File: src/rtl/io_out_buffer.sv
// Output buffer between the CPU OUT strobe and the peripheral bus.
// Captures {addr, data} pairs into an output stage fronted by an in-order FIFO with drop counting.
module io_out_buffer #(
    parameter int DEPTH = 8,
    parameter int AW    = 16,
    parameter int DW    = 16,
    parameter int CW    = 8
) (
    input  logic                     clk,
    input  logic                     reset,
    input  logic [AW-1:0]            cpu_base,
    input  logic [DW-1:0]            cpu_data,
    input  logic                     cpu_flag,
    output logic                     busy,
    output logic [AW-1:0]            io_addr,
    output logic [DW-1:0]            io_data,
    output logic                     io_valid,
    input  logic                     io_ready,
    output logic [$clog2(DEPTH):0]   level,
    output logic [CW-1:0]            drop_count
);

    localparam int PW = $clog2(DEPTH);
    localparam int LW = PW + 1;
    localparam logic [LW-1:0] FULL = LW'(DEPTH);

    logic [AW-1:0] mem_addr [DEPTH];
    logic [DW-1:0] mem_data [DEPTH];
    logic [PW-1:0] wr_ptr;
    logic [PW-1:0] rd_ptr;

    logic pop;
    logic os_free;
    logic direct;
    logic move;
    logic append;
    logic drop;
    logic [LW-1:0] level_next;

    always_comb begin
        pop     = io_valid && io_ready;
        os_free = !io_valid || pop;
        move    = os_free && (level != '0);
        direct  = cpu_flag && (level == '0) && os_free;
        // When full, a same-edge head move frees exactly the slot the append needs.
        append  = cpu_flag && !direct && ((level < FULL) || os_free);
        drop    = cpu_flag && !direct && !append;
        level_next = level;
        if (append && !move) begin
            level_next = level + 1'b1;
        end else if (move && !append) begin
            level_next = level - 1'b1;
        end
    end

    assign busy = (level == FULL);

    always_ff @(posedge clk) begin
        if (append) begin
            mem_addr[wr_ptr] <= cpu_base;
            mem_data[wr_ptr] <= cpu_data;
        end
    end

    always_ff @(posedge clk) begin
        if (reset) begin
            io_valid   <= 1'b0;
            io_addr    <= '0;
            io_data    <= '0;
            wr_ptr     <= '0;
            rd_ptr     <= '0;
            level      <= '0;
            drop_count <= '0;
        end else begin
            if (append) begin
                wr_ptr <= wr_ptr + 1'b1;
            end
            if (move) begin
                rd_ptr <= rd_ptr + 1'b1;
            end
            if (direct) begin
                io_addr  <= cpu_base;
                io_data  <= cpu_data;
                io_valid <= 1'b1;
            end else if (move) begin
                io_addr  <= mem_addr[rd_ptr];
                io_data  <= mem_data[rd_ptr];
                io_valid <= 1'b1;
            end else if (pop) begin
                io_valid <= 1'b0;
            end
            level <= level_next;
            if (drop && (drop_count != '1)) begin
                drop_count <= drop_count + 1'b1;
            end
        end
    end

endmodule

File: config.mk
export PLATFORM = sky130hd
export DESIGN_NAME = io_out_buffer
export DESIGN_NICKNAME = d
export VERILOG_FILES = /design/src/rtl/io_out_buffer.sv
export SDC_FILE = /design/constraint.sdc
export NUM_CORES = 1
export LEC_CHECK = 0
export ABC_AREA = 1
export ABC_CLOCK_PERIOD_IN_PS = 3600
export CAP_MARGIN = 5
export CORE_ASPECT_RATIO = 0.5
export CORE_MARGIN = 2
export CORE_UTILIZATION = 45
export CTS_CLUSTER_DIAMETER = 80
export DETAILED_ROUTE_END_ITERATION = 16
export DONT_BUFFER_PORTS = 1
export PLACE_DENSITY = 0.61
export SYNTH_ARGS = -nofsm -noshare
export SYNTH_HDL_FRONTEND = slang
export SYNTH_SLANG_ARGS = --single-unit
File: constraint.sdc
create_clock -name clk -period 3.6 [get_ports clk]
set_input_delay 0.54 -clock clk [delete_from_list [all_inputs] [get_ports clk]]
set_output_delay 0.54 -clock clk [all_outputs]
set_load 0.05 [all_outputs]
## Word level (Yosys, flattened, before mapping)

Memory sizes are Yosys's and may differ from the RTL's. A register that Yosys moved wholly into a read port is not among the register bits.
Index checks and enable logic that the tools add are counted.

- Bits in registers: 51
- Memory bits (writable): 256
- Input bits: 36
- Output and inout bits: 46
- Word-level logic and storage cells: 53
- Memories kept: 2

Memories:

| name | words | bits a word | rd ports | clocked after Yosys merged registers in | write ports | RTL line | RTL |
|---|---|---|---|---|---|---|---|
| mem_addr | 8 | 16 | 1 | 1 | 1 | 27 | `logic [AW-1:0] mem_addr [DEPTH];` |
| mem_data | 8 | 16 | 1 | 1 | 1 | 28 | `logic [DW-1:0] mem_data [DEPTH];` |

- Add/subtract/negate cells: 5
- Order comparisons: 1
- Eq/ne operators: 2
- Multiplexer cells: 15
- Reduce and logical (&&, ||, !) cells: 21

Operators by type and width:

| operator | count |
|---|---|
| two-way mux 16 bit | 4 |
| two-way mux 3 bit | 4 |
| logical AND 1 bit | 10 |
| adder 8 x 1 -> 8 bit, second input constant | 1 |
| two-way mux 4 bit | 2 |
| != test 8 bit, second input constant | 1 |
| adder 3 x 1 -> 3 bit, second input constant | 2 |
| two-way mux 1 bit | 5 |
| adder 4 x 1 -> 4 bit, second input constant | 1 |
| == test 4 bit, second input constant | 1 |
| logical NOT 1 bit | 4 |
| logical NOT 4 bit | 1 |
| less-than comparator 4 bit, second input constant | 1 |
| nonzero test 2 bit | 2 |
| nonzero test 4 bit | 1 |
| subtractor 4 x 1 -> 4 bit, second input constant | 1 |
| nonzero test 3 bit | 1 |
| logical OR 1 bit | 2 |

## Longest topological paths before layout

Gate-level depths: netlist (run 1).

- Depth in word-level cells: 10
- Depth in mapped cells: 15
- Depth with buffers taken out: 15

## Worst setup path before layout (run 1)

No wires, ideal clock.

- Path type: reg-to-reg
- Start: reg level[1]
- End: mem mem_addr[0][0], enable pin
- Library setup time: 0.421 ns
- Arrival: 2.817 ns
- Required time: 3.179 ns
- Path slack: 0.362 ns
- Stages on the path, launching flop included: 8
- Path buffers: 0
- Period minus slack after synthesis: 3.238 ns
- Path through: dfxtp_1 -> inv_1 -> nand2_4 -> nor2_4 -> nand2_4 -> nand2_1 -> or2_4 -> nor2_1

- Word-level cells in the longest chain between the ends: 8
- Elaborated cells between the ends (all ways): 10
- Those cells by class: 1 x order compare; 2 x mux; 7 x reduce/logical

Ends and longest elaborated chain:

| item | RTL line | RTL |
|---|---|---|
| start, declared | 19 | `output logic [$clog2(DEPTH):0] level,` |
| start signal, assigned | 92 | `level <= level_next;` |
| parallel branches: the longest is 5 deep, another holds less-than comparator 4 bit | - |  |
| logical AND 1 bit (*) | 46 | `append = cpu_flag && !direct && ((level < FULL) \|\| os_free);` |
| two-way mux 1 bit (*) | 59 | `if (append) begin` |
| two-way mux 1 bit (not written as such) (*) | 60 | `mem_addr[wr_ptr] <= cpu_base;` |
| end, declared | 27 |  |

Mark *: on every way between the ends.

## Final worst setup path (run 1)

- Start: reg level[1]
- End: reg level[3]

- Word-level cells in the longest chain between the ends: 9
- Elaborated cells between the ends (all ways): 19
- Those cells by class: 2 x add/sub; 1 x order compare; 2 x mux; 14 x reduce/logical

Ends and longest elaborated chain:

| item |
|---|
| parallel branches: the longest is 9 deep, another holds less-than comparator 4 bit |

Several ways; the timed one is not identified. The select of a mux whose other input is x is not followed.
A chain may end at the register's enable or synchronous reset.

==> results of run 1 <==
layer usage:
layer / wire length, um / up-vias / track usage
met5: 0 / - / 0
met4: 551 / 0 / 0.05138
met3: 1592 / 44 / 0.04016
met2: 12890 / 195 / 0.3086
met1: 13140 / 4031 / 0.2624
li1: - / 3939 / -
power by group:
| part | switching (mW) | internal (mW) |
|---|---|---|
| logic | 2.01 | 0.930 |
| clock network | 1.33 | 1.90 |
| registers | 0.878 | 4.27 |
| total | 4.22 | 7.10 |
logic make-up (layout without fill, tap and decap cells):
logic type | Yosys count | in the layout | share of synthesized area
adder cells (fa/ha/maj) | 7 | 7 | 0.007397
AO/OA/AOI/OAI | 60 | 60 | 0.03222
XOR/XNOR | 7 | 7 | 0.004769
AND/OR/NAND/NOR | 678 | 678 | 0.2323
flip-flops | 310 | 310 | 0.6821
buffers and inverters | 94 | 97 | 0.04117
Yosys cell counts, types with 7 or more instances:
master / instances
a21oi_2: 28
o21ai_0: 8
inv_1: 21
nor2_1: 53
clkbuf_1: 16
nand2_1: 354
buf_2: 35
edfxtp_1: 256
a21oi_1: 22
dfxtp_1: 54
nor2_2: 29
nand3_1: 226
buf_6: 7
final cells by class:
class | count | share of cell area
inverter | 27 | 0.007308
multi-input combinational | 752 | 0.2551
timing repair buffer | 18 | 0.01655
sequential | 310 | 0.6174
tap | 382 | 0.03364
clock inverter | 19 | 0.01796
clock buffer | 33 | 0.05204
state kept, by name, summed over array words and instances, names as in the netlist, named ones only:
name / cells
drop_count: 8
io_valid: 1
io_data: 16
level: 4
mem_data: 128
io_addr: 16
rd_ptr: 3
wr_ptr: 3
mem_addr: 128
worst register-to-register path, cell delays in order (launching register included):
cell     delay, ps
dfxtp_1        740
inv_1          190
nand2_4        130
nor2_4          50
nor2_1         320
inv_1          110
ha_1           250
inv_1          120
ha_1           280
a21oi_1        130
nand2_1         80
xor2_1         140
nand2_1         70
a21oi_1        120
worst max path at each step:
stage	startpoint	to	slack, ps
3_3_place_gp	level[1]$_SDFFE_PP0P_	level[3]$_SDFFE_PP0P_	930
6_report	level[1]$_SDFFE_PP0P_	level[3]$_SDFFE_PP0P_	800
5_1_grt	level[1]$_SDFFE_PP0P_	level[3]$_SDFFE_PP0P_	560
3_5_place_dp	level[1]$_SDFFE_PP0P_	level[3]$_SDFFE_PP0P_	850
2_1_floorplan	level[1]$_SDFFE_PP0P_	mem_addr[0][0]$_DFFE_PP_	360
4_1_cts	level[1]$_SDFFE_PP0P_	level[3]$_SDFFE_PP0P_	820
per-stage QoR:
| stage | power [mW] | util | hold slack [ps] | cell area, sq um | instances |
|---|---|---|---|---|---|
| final | 11.32 | 0.5099 | 41.85 | 14210 | 1541 |
| after floorplan | 7.536 | - | 433.1 | 12850 | 1156 |
| after detailed placement | 8.191 | 0.4742 | 461.0 | 13220 | 1489 |
| after global routing | 11.96 | 0.5099 | 5.793 | 14210 | 1541 |
| after global placement | 8.135 | 0.4742 | 460.7 | 13220 | 1489 |
| after CTS | 11.42 | 0.5099 | 7.993 | 14210 | 1541 |
==> Implementation_results.wiki, run 1 <==
{| class="wikitable"
! Metric !! Value
|-
| Routability-driven placement congestion ratio || 0.7470
|-
| Worst-Skew Late Latency || 570 ps
|-
| Critical path depth in cells || 13
|-
| Starting DRC count in detailed routing || 651
|-
| H-tree lvl count || 1
|-
| GRT Util Overall || 0.1901
|-
| Total number of clock tree sinks || 310
|-
| Most instantiated flip-flop cell in the synthesis netlist || edfxtp_1
|-
| Vias in the first global route || 7800
|-
| Required time at the worst-slack endpoint || roughly 4000 ps
|-
| First-pass GRT wire length || 44220 um
|-
| Clock tree buffer depth || 3
|-
| Ordered list of cells on the worst path || inv_1 -> nand2_4 -> nor2_4 -> nor2_1 -> inv_1 -> ha_1 -> inv_1 -> ha_1 -> a21oi_1 -> nand2_1 -> xor2_1 -> nand2_1 -> a21oi_1
|-
| Count of buffers added by post-CTS timing repair for setup || 0
|-
| Path depth of the worst reg2reg path || 13
|-
| Full die area || 0.03002 sq mm
|-
| Slack of the worst reg-to-reg path || 800 ps
|-
| Category of the most critical setup path || flip-flop to flip-flop
|-
| Leading area contributor after synthesis || edfxtp_1
|-
| Number of cells on the worst hold path || 1
|-
| DIE HEIGHT || 123.5 um
|-
| Fraction of layout cells with a size suffix above 1 || 0.1277
|-
| Max_cap viols || 0
|-
| Number of buffers inserted by hold repair at cts || 0
|-
| Antenna diode instance count || 0
|-
| Slew at the pin closest to its max-slew limit || ~1000 ps
|-
| Number of design rule violations left after detail routing || 0
|-
| Period Utilization, post-route || 0.7770
|-
| Count of buffering cells on the critical path with inverters included || 3
|-
| Outcome || completed
|-
| LEAKAGE || 5.054 nW
|-
| Detailed placement HPWL || 14530 um
|-
| Hold Crit Class || input pin to flip-flop
|-
| Top cells by area, synth || edfxtp_1, nand2_1, nand3_1
|-
| Multi-input gate area || 0.003625 sq mm
|-
| Std cell rows || 43
|-
| Count of port buffers added during placement || 0
|-
| Final global-route overflow total || 0
|-
| Number of synthesized flops with an enable pin || 256
|-
| Worst path top cell family by delay || flip-flops
|-
| Synthesized area per cell || 11.12 sq um
|-
| Register area || 0.008773 sq mm
|-
| FF-to-FF End || level[3]$_SDFFE_PP0P_
|-
| PostCTS Resize Cnt || 0
|-
| Number of storage elements in the synthesis netlist || 310
|-
| Number of antenna violations at the first check in global routing || 0
|-
| Synth Net Count || around 1200
|-
| Clock slew seen by the registers of the worst setup and hold paths || 70 ps
|-
| Hold Path Origin || reset
|-
| Area added between synthesis and finish || 10.54%
|-
| Worst clock skew || 28.74 ps
|-
| Hold violation total from the final report || 0
|-
| Effective utilization at floorplan || 0.4613
|-
| Power per Cell Area || 796.4 mW/mm^2
|-
| Buffer cell driving the clock tree root || clkbuf_16
|-
| Number of iterations in the first detailed-routing pass || 5
|-
| Top-level I/O count || 82
|-
| Residual antenna-violating net count after detailed routing || 0
|-
| Share of synthesized flip-flops with an asynchronous set or reset || 0
|-
| Most common cell after layout, fill and taps aside || nand2_1
|-
| # nets final || around 1200
|-
| Gate count after technology mapping || 1156
|-
| Setup repair after global routing missed its margin || no
|-
| Count of different cell masters after synthesis || 33
|-
| Slew HR || 0.3352
|-
| Worst hold endpoint || io_data[2]$_SDFFE_PP0P_
|-
| Clock tree from TritonCTS || done
|-
| Worst Setup Start Kind || flip-flop
|-
| Proportion of netlist area held by the largest area contributor || 0.5980
|-
| Setup slack at placement || approximately 850 ps
|-
| Post-detailed-routing wire length || 28170 um
|-
| Avg WL per Cell || around 18 um
|-
| Filler cells || 2404
|-
| Final critical path time including I/O delays and setup || 2797 ps
|-
| Most used cells in the layout excluding fill and tap cells || nand2_1, edfxtp_1, nand3_1
|-
| Sum Neg Setup Slack || 0 ps
|-
| Vias per cell || 5.327
|-
| Pin count of the biggest net entering global routing || roughly 110
|-
| Critical path endpoint category || flip-flop
|-
| Delay of the slowest cell on the worst path || 740 ps
|-
| Worst VDD drop || between 500 and 600 uV
|-
| Ys Warns || 0
|-
| Core region area || 0.02787 sq mm
|-
| Final Worst Setup Slack || 802.9 ps
|-
| Top achievable clock speed || 0.3575 GHz
|-
| Die Wd || 243.0 um
|-
| DR vias || 8209
|-
| Post-synthesis instance area || about 0.013 sq mm
|-
| Most prevalent standard cell on the critical path || inv_1
|-
| Share of the yosys chip area belonging to registers || 0.6821
|-
| Critical R2R Launch || level[1]$_SDFFE_PP0P_
|-
| Setup-failing EPs final || 0
|-
| Num CTS Buffers || 28
|-
| Slew Viols, Final || 0
|-
| CP max stage cell || dfxtp_1
|-
| Data arrival at the endpoint of the critical path || 3280 ps
|-
| CP max FO || 7
|}
Power figures use the tool's default switching activity.
==> run 2: changes to the inputs <==
ABC_CLOCK_PERIOD_IN_PS = 2800   (was 3600)
clock period = 2.8 ns   (was 3.6 ns; I/O delays follow)
==> Implementation_results.wiki, run 2 (synthesis results as in run 1) <==
{| class="wikitable"
! Metric !! Value
|-
| Worst Setup Start Kind || flip-flop
|-
| Share of total power in combinational logic || 0.295
|-
| Regs by FF count || mem_addr (128), mem_data (128)
|-
| Worst VDD drop || roughly 520 uV
|-
| Power per Cell Area || 981.6 mW/mm^2
|-
| DR vias || 8455
|-
| Number of iterations in the first detailed-routing pass || 5
|-
| Sum Neg Setup Slack || 0 ps
|-
| Final Cell Area || roughly 0.015 sq mm
|-
| Number of antenna violations at the first check in global routing || 0
|-
| Clock tree from TritonCTS || done
|-
| Met3 wirelength from detailed routing || just under 2000 um
|-
| Instance area after placement || around 0.013 sq mm
|-
| Top-level I/O count || a little over 80
|-
| Slew at the pin closest to its max-slew limit || 976.1 ps
|-
| Antenna diode instance count || 0
|-
| Critical path endpoint category || flip-flop
|-
| Count of port buffers added during placement || 0
|-
| Detailed placement HPWL || 15690 um
|-
| Outcome || completed
|-
| CP max FO || 6
|-
| Slew Viols, Final || 0
|-
| Max_cap viols || 0
|-
| Vias in the first global route || 7990
|-
| First-pass GRT wire length || 46490 um
|-
| Clk network pwr share || 0.252
|-
| Most used cells in the layout excluding fill and tap cells || nand2_1, edfxtp_1, nand3_1
|-
| Number of design rule violations left after detail routing || 0
|-
| Setup repair after global routing missed its margin || no
|-
| Final critical path time including I/O delays and setup || 2294 ps
|-
| Sequential share of power || 0.453
|-
| Total number of clock tree sinks || 310
|-
| Clock slew seen by the registers of the worst setup and hold paths || 60 ps
|-
| Data arrival at the endpoint of the critical path || 2760 ps
|-
| Pin count of the biggest net entering global routing || 129
|-
| Fraction of layout cells with a size suffix above 1 || 0.1255
|-
| Top achievable clock speed || 0.4359 GHz
|-
| Switching power as a share of total power || 0.3851
|-
| Final core area utilization || 0.5221
|-
| Period Utilization, post-route || 0.8192
|-
| Worst clock skew || 23.62 ps
|-
| H-tree lvl count || 1
|-
| Effective utilization at floorplan || 0.4613
|-
| Starting DRC count in detailed routing || 674
|-
| Area added between synthesis and finish || 13.19%
|-
| LEAKAGE || 5.202 nW
|-
| Core region area || 0.02787 sq mm
|-
| Full die area || between 0.03 and 0.04 sq mm
|-
| Slew HR || 0.3493
|-
| Switching power of the nets || roughly 5.5 mW
|-
| Die Wd || 243.0 um
|-
| Hold Crit Class || input pin to flip-flop
|-
| Met1 layer wirelength in the final routing || approximately 14000 um
|-
| Final global-route overflow total || 0
|-
| Setup-failing EPs final || 0
|-
| Clock tree buffer depth || 3
|-
| Buffer cell driving the clock tree root || clkbuf_16
|-
| Std cell rows || 43
|-
| Vias per cell || 5.334
|-
| Worst-Skew Late Latency || 560 ps
|-
| Post-detailed-routing wire length || 29960 um
|-
| Hold violation total from the final report || 0
|-
| Most common cell after layout, fill and taps aside || nand2_1
|-
| Routability-driven placement congestion ratio || a little under 0.8
|-
| DIE HEIGHT || 123.5 um
|-
| Category of the most critical setup path || flip-flop to flip-flop
|-
| # nets final || ~1200
|-
| Avg WL per Cell || 18.90 um
|-
| GRT Util Overall || 0.2007
|-
| Residual antenna-violating net count after detailed routing || 0
|-
| Top sig layer || met4
|-
| Num CTS Buffers || 28
|-
| Required time at the worst-slack endpoint || 3260 ps
|-
| Met2 layer wire length in the routed design || 13740 um
|-
| Internal power contribution || just under 9 mW
|}
-- run 2: changes by cell type in the layout (fill, tap and decap cells not counted), sizes merged --
cell / previous run / this run
inv: 25 / 27
buf: 18 / 29
bufinv: 6 / 0
dlygate4sd3: 0 / 33
clkbuf: 33 / 41
clkinv: 14 / 11
clkinvlp: 1 / 0
-- run 2: power by group through the flow --
stage                     clock, mW  sequential, mW  combinational [mW]
after floorplan                   0            6.59                3.10
after global placement            0            6.57                4.07
after detailed placement          0            6.57                4.14
after CTS                      3.67            6.48                4.26
after global routing           3.84            6.52                4.71
final                          3.60            6.47                4.22
-- run 2: timing repair --
item                                   CTS  global route
endpoints found under the hold margin  297             0
hold buffers                            34             0
resized for setup                        0             0
setup endpoints to repair                0             0
buffers inserted                         0             0
-- run 2: path summary, 6_finish.rpt --
| check | start | to | slack [ps] | depth (start not counted) |
|---|---|---|---|---|
| max | level[3]$_SDFFE_PP0P_ | level[3]$_SDFFE_PP0P_ | 510 | 14 |
| min | reset | level[2]$_SDFFE_PP0P_ | 50 | 3 |
| max reg2reg | level[3]$_SDFFE_PP0P_ | level[3]$_SDFFE_PP0P_ | 510 | 14 |
| min reg2reg | rd_ptr[2]$_SDFFE_PP0P_ | flip-flop | 470 | 2 |
-- run 2: worst max-delay path, cell delays in order, from the launching register on --
cell     delay, ps
dfxtp_1        350
buf_4          230
nand2_1        110
nand2_1         70
inv_1           40
nand2_1        150
inv_1          100
ha_1           220
inv_1          110
ha_1           280
a21oi_1        150
nand2_1         80
xor2_1         130
nand2_1         60
a21oi_1        130
-- run 2: cell type report --
type / count / area, sq um
multi-input cells: 752 / 3625
clock inverters: 11 / 60.06
clock buffers: 41 / 790.8
flip-flops and latches: 310 / 8775
repair buffers: 62 / 718.2
inverters: 27 / 103.9
well taps: 382 / 478.0
fillers: 2470 / 13320
-- run 2: through the flow --
step                      power, mW  cells  worst slack, ps  hold WS (ps)
after detailed placement      10.71   1499            544.8         455.5
after global placement        10.64   1499            573.2         455.0
after floorplan               9.691   1156           -437.5         433.1
final                         14.28   1585            506.1         52.44
after CTS                     14.40   1585            534.9         38.10
after global routing          15.07   1585            284.0         74.84
-- run 2: layer usage --
| metal | vias up | global-route usage |
|---|---|---|
| li1 | 4041 | - |
| met1 | 4131 | 0.2849 |
| met2 | 242 | 0.3270 |
| met3 | 41 | 0.03799 |
| met4 | 0 | 0.03911 |
| met5 | - | 0 |
==> run 3: changes to the inputs <==
ABC_CLOCK_PERIOD_IN_PS = 2400   (was 2800)
clock period = 2.4 ns   (was 2.8 ns; I/O delays follow)
==> Implementation_results.wiki, run 3 (synthesis results as in run 1) <==
{| class="wikitable"
! Metric !! Value
|-
| Switching power as a share of total power || 0.3730
|-
| Effective utilization at floorplan || 0.4613
|-
| Outcome || completed
|-
| Full die area || 0.03002 sq mm
|-
| Number of iterations in the first detailed-routing pass || 6
|-
| Worst Hold Slack || 65.07 ps
|-
| Starting DRC count in detailed routing || 775
|-
| Worst VDD drop || 610.7 uV
|-
| Max_cap viols || 0
|-
| Category of the most critical setup path || flip-flop to flip-flop
|-
| Path depth of the worst reg2reg path || 15
|-
| Share of total power in combinational logic || 0.284
|-
| PostCTS Resize Cnt || 0
|-
| Sum Neg Setup Slack || 0 ps
|-
| Capture point of the worst path || level[3]$_SDFFE_PP0P_
|-
| Clk network pwr share || 0.278
|-
| Post-detailed-routing wire length || 29650 um
|-
| Hold violation total from the final report || 0
|-
| Routability-driven placement congestion ratio || ~0.76
|-
| Internal power contribution || 10.85 mW
|-
| Slew at the pin closest to its max-slew limit || between 1000 and 1500 ps
|-
| Total number of clock tree sinks || 310
|-
| Setup repair after global routing missed its margin || no
|-
| Top sig layer || met4
|-
| Met3 wirelength from detailed routing || approximately 1700 um
|-
| Antenna diode instance count || 0
|-
| Buffer cell driving the clock tree root || clkbuf_16
|-
| # nets final || 1244
|-
| Worst path top cell family by delay || simple AND/OR/NAND/NOR gates
|-
| Setup slack at placement || 326.3 ps
|-
| Worst-Skew Late Latency || 560 ps
|-
| Final Worst Setup Slack || approximately 340 ps
|-
| Core region area || 0.02787 sq mm
|-
| Clock slew seen by the registers of the worst setup and hold paths || about 60 ps
|-
| Slack of the worst reg-to-reg path || roughly 340 ps
|-
| Setup-failing EPs final || 0
|-
| Ordered list of cells on the worst path || inv_1 -> nor2_4 -> nand2_1 -> nand2_1 -> inv_1 -> nand2_1 -> inv_1 -> ha_1 -> inv_1 -> ha_1 -> a21oi_1 -> nand2_1 -> xor2_1 -> nand2_1 -> a21oi_1
|-
| Hold Crit Class || input pin to flip-flop
|-
| Most used cells in the layout excluding fill and tap cells || nand2_1, edfxtp_1, nand3_1
|-
| Critical path depth in cells || 15
|-
| FF-to-FF End || level[3]$_SDFFE_PP0P_
|-
| DR vias || 8425
|-
| Final global-route overflow total || 0
|-
| Pin count of the biggest net entering global routing || 129
|-
| Worst setup path startpoint || io_valid$_SDFFE_PP0P_
|-
| Met2 layer wire length in the routed design || between 10000 and 15000 um
|-
| Slew Viols, Final || 0
|-
| Vias per cell || around 5.2
|-
| Most prevalent standard cell on the critical path || nand2_1
|-
| Top-level I/O count || 82
|-
| LEAKAGE || 5.374 nW
|-
| Worst clock skew || 11.32 ps
|-
| Number of antenna violations at the first check in global routing || 0
|-
| H-tree lvl count || 1
|-
| Regs by FF count || mem_addr (128), mem_data (128)
|-
| Num CTS Buffers || 29
|-
| Required time at the worst-slack endpoint || just under 3000 ps
|-
| Hold Path Origin || cpu_base[13]
|-
| Delay of the slowest cell on the worst path || 320 ps
|-
| CP max stage cell || dfxtp_2
|-
| Residual antenna-violating net count after detailed routing || 0
|-
| Critical path endpoint category || flip-flop
|-
| Vias in the first global route || between 8000 and 9000
|-
| Data arrival at the endpoint of the critical path || 2550 ps
|-
| First-pass GRT wire length || 46340 um
|-
| Avg WL per Cell || 18.47 um
|-
| CP max FO || 5
|-
| Area added between synthesis and finish || 15.28%
|-
| Number of design rule violations left after detail routing || 0
|-
| Most common cell after layout, fill and taps aside || nand2_1
|-
| Slew HR || 0.3302
|-
| Met1 layer wirelength in the final routing || 13660 um
|-
| Count of buffering cells on the critical path with inverters included || 4
|-
| Count of port buffers added during placement || 0
|-
| Clock tree buffer depth || 3
|-
| Power per Cell Area || approximately 1200 mW/mm^2
|-
| Die Wd || 243.0 um
|-
| Std cell rows || 43
|-
| Detailed placement HPWL || 15570 um
|-
| Critical R2R Launch || io_valid$_SDFFE_PP0P_
|-
| DIE HEIGHT || between 100 and 150 um
|-
| Fraction of layout cells with a size suffix above 1 || 0.1480
|-
| GRT Util Overall || 0.2005
|-
| Sequential share of power || 0.438
|-
| Period Utilization, post-route || 0.8599
|-
| Clock tree from TritonCTS || done
|-
| Switching power of the nets || 6.451 mW
|-
| Worst Setup Start Kind || flip-flop
|-
| Top achievable clock speed || 0.4845 GHz
|-
| Final critical path time including I/O delays and setup || 2064 ps
|}
run 3: cell types whose count changed in the layout (fill, tap and decap cells not counted), sizes merged:
cell	delta
clkbuf	-4
buf	+19
clkinv	+1
bufinv	+4
run 3: worst min-delay path by stage:
stage                     depth (start not counted)                        to  slack [ps]
after floorplan                                   2                 flip-flop         430
after global placement                            1     level[3]$_SDFFE_PP0P_         430
after detailed placement                          1   io_data[1]$_SDFFE_PP0P_         430
after CTS                                         4   io_data[2]$_SDFFE_PP0P_          40
after global routing                              4   io_data[6]$_SDFFE_PP0P_          70
final                                             4  io_addr[13]$_SDFFE_PP0P_          70
run 3: final cells by class:
| class | instances | area [sq um] |
|---|---|---|
| multi-input cells | 752 | 3625 |
| flip-flops and latches | 310 | 8778 |
| clock buffers | 37 | 815.8 |
| inverters | 27 | 102.6 |
| clock inverters | 16 | 183.9 |
| fillers | 2377 | 13050 |
| repair buffers | 81 | 835.8 |
| well taps | 382 | 478.0 |
run 3: repair_timing:
item	4_1_cts	5_1_grt
hold buffers	34	0
endpoints found under the hold margin	298	0
setup buffers	0	0
endpoints found under the setup margin	0	0
run 3: tightest hold or removal path: stages:
cell,delay [ps]
nor2_2,70
nor2_1,40
nand2_1,60
a21oi_2,40
run 3: power groups by stage:
| stage | registers [mW] | logic, mW | clock network (mW) |
|---|---|---|---|
| floorplan | 7.69 | 3.63 | 0 |
| global placement | 7.68 | 4.73 | 0 |
| detailed placement | 7.69 | 4.81 | 0 |
| CTS | 7.58 | 4.96 | 4.90 |
| global route | 7.62 | 5.53 | 5.14 |
| finish | 7.58 | 4.91 | 4.80 |
run 3: metal layers:
| layer | track usage | up-vias |
|---|---|---|
| met1 | 0.2805 | 4114 |
| met5 | 0 | - |
| li1 | - | 4072 |
| met4 | 0.04333 | 0 |
| met2 | 0.3296 | 207 |
| met3 | 0.03755 | 32 |
run 3: stage by stage:
stage	std cells	utilization	area [sq um]	power [mW]
CTS	1605	0.5317	14820	17.44
global route	1605	0.5317	14820	18.29
floorplan	1156	-	12880	11.31
global placement	1518	0.4830	13460	12.40
detailed placement	1518	0.4830	13460	12.51
finish	1605	0.5317	14820	17.30
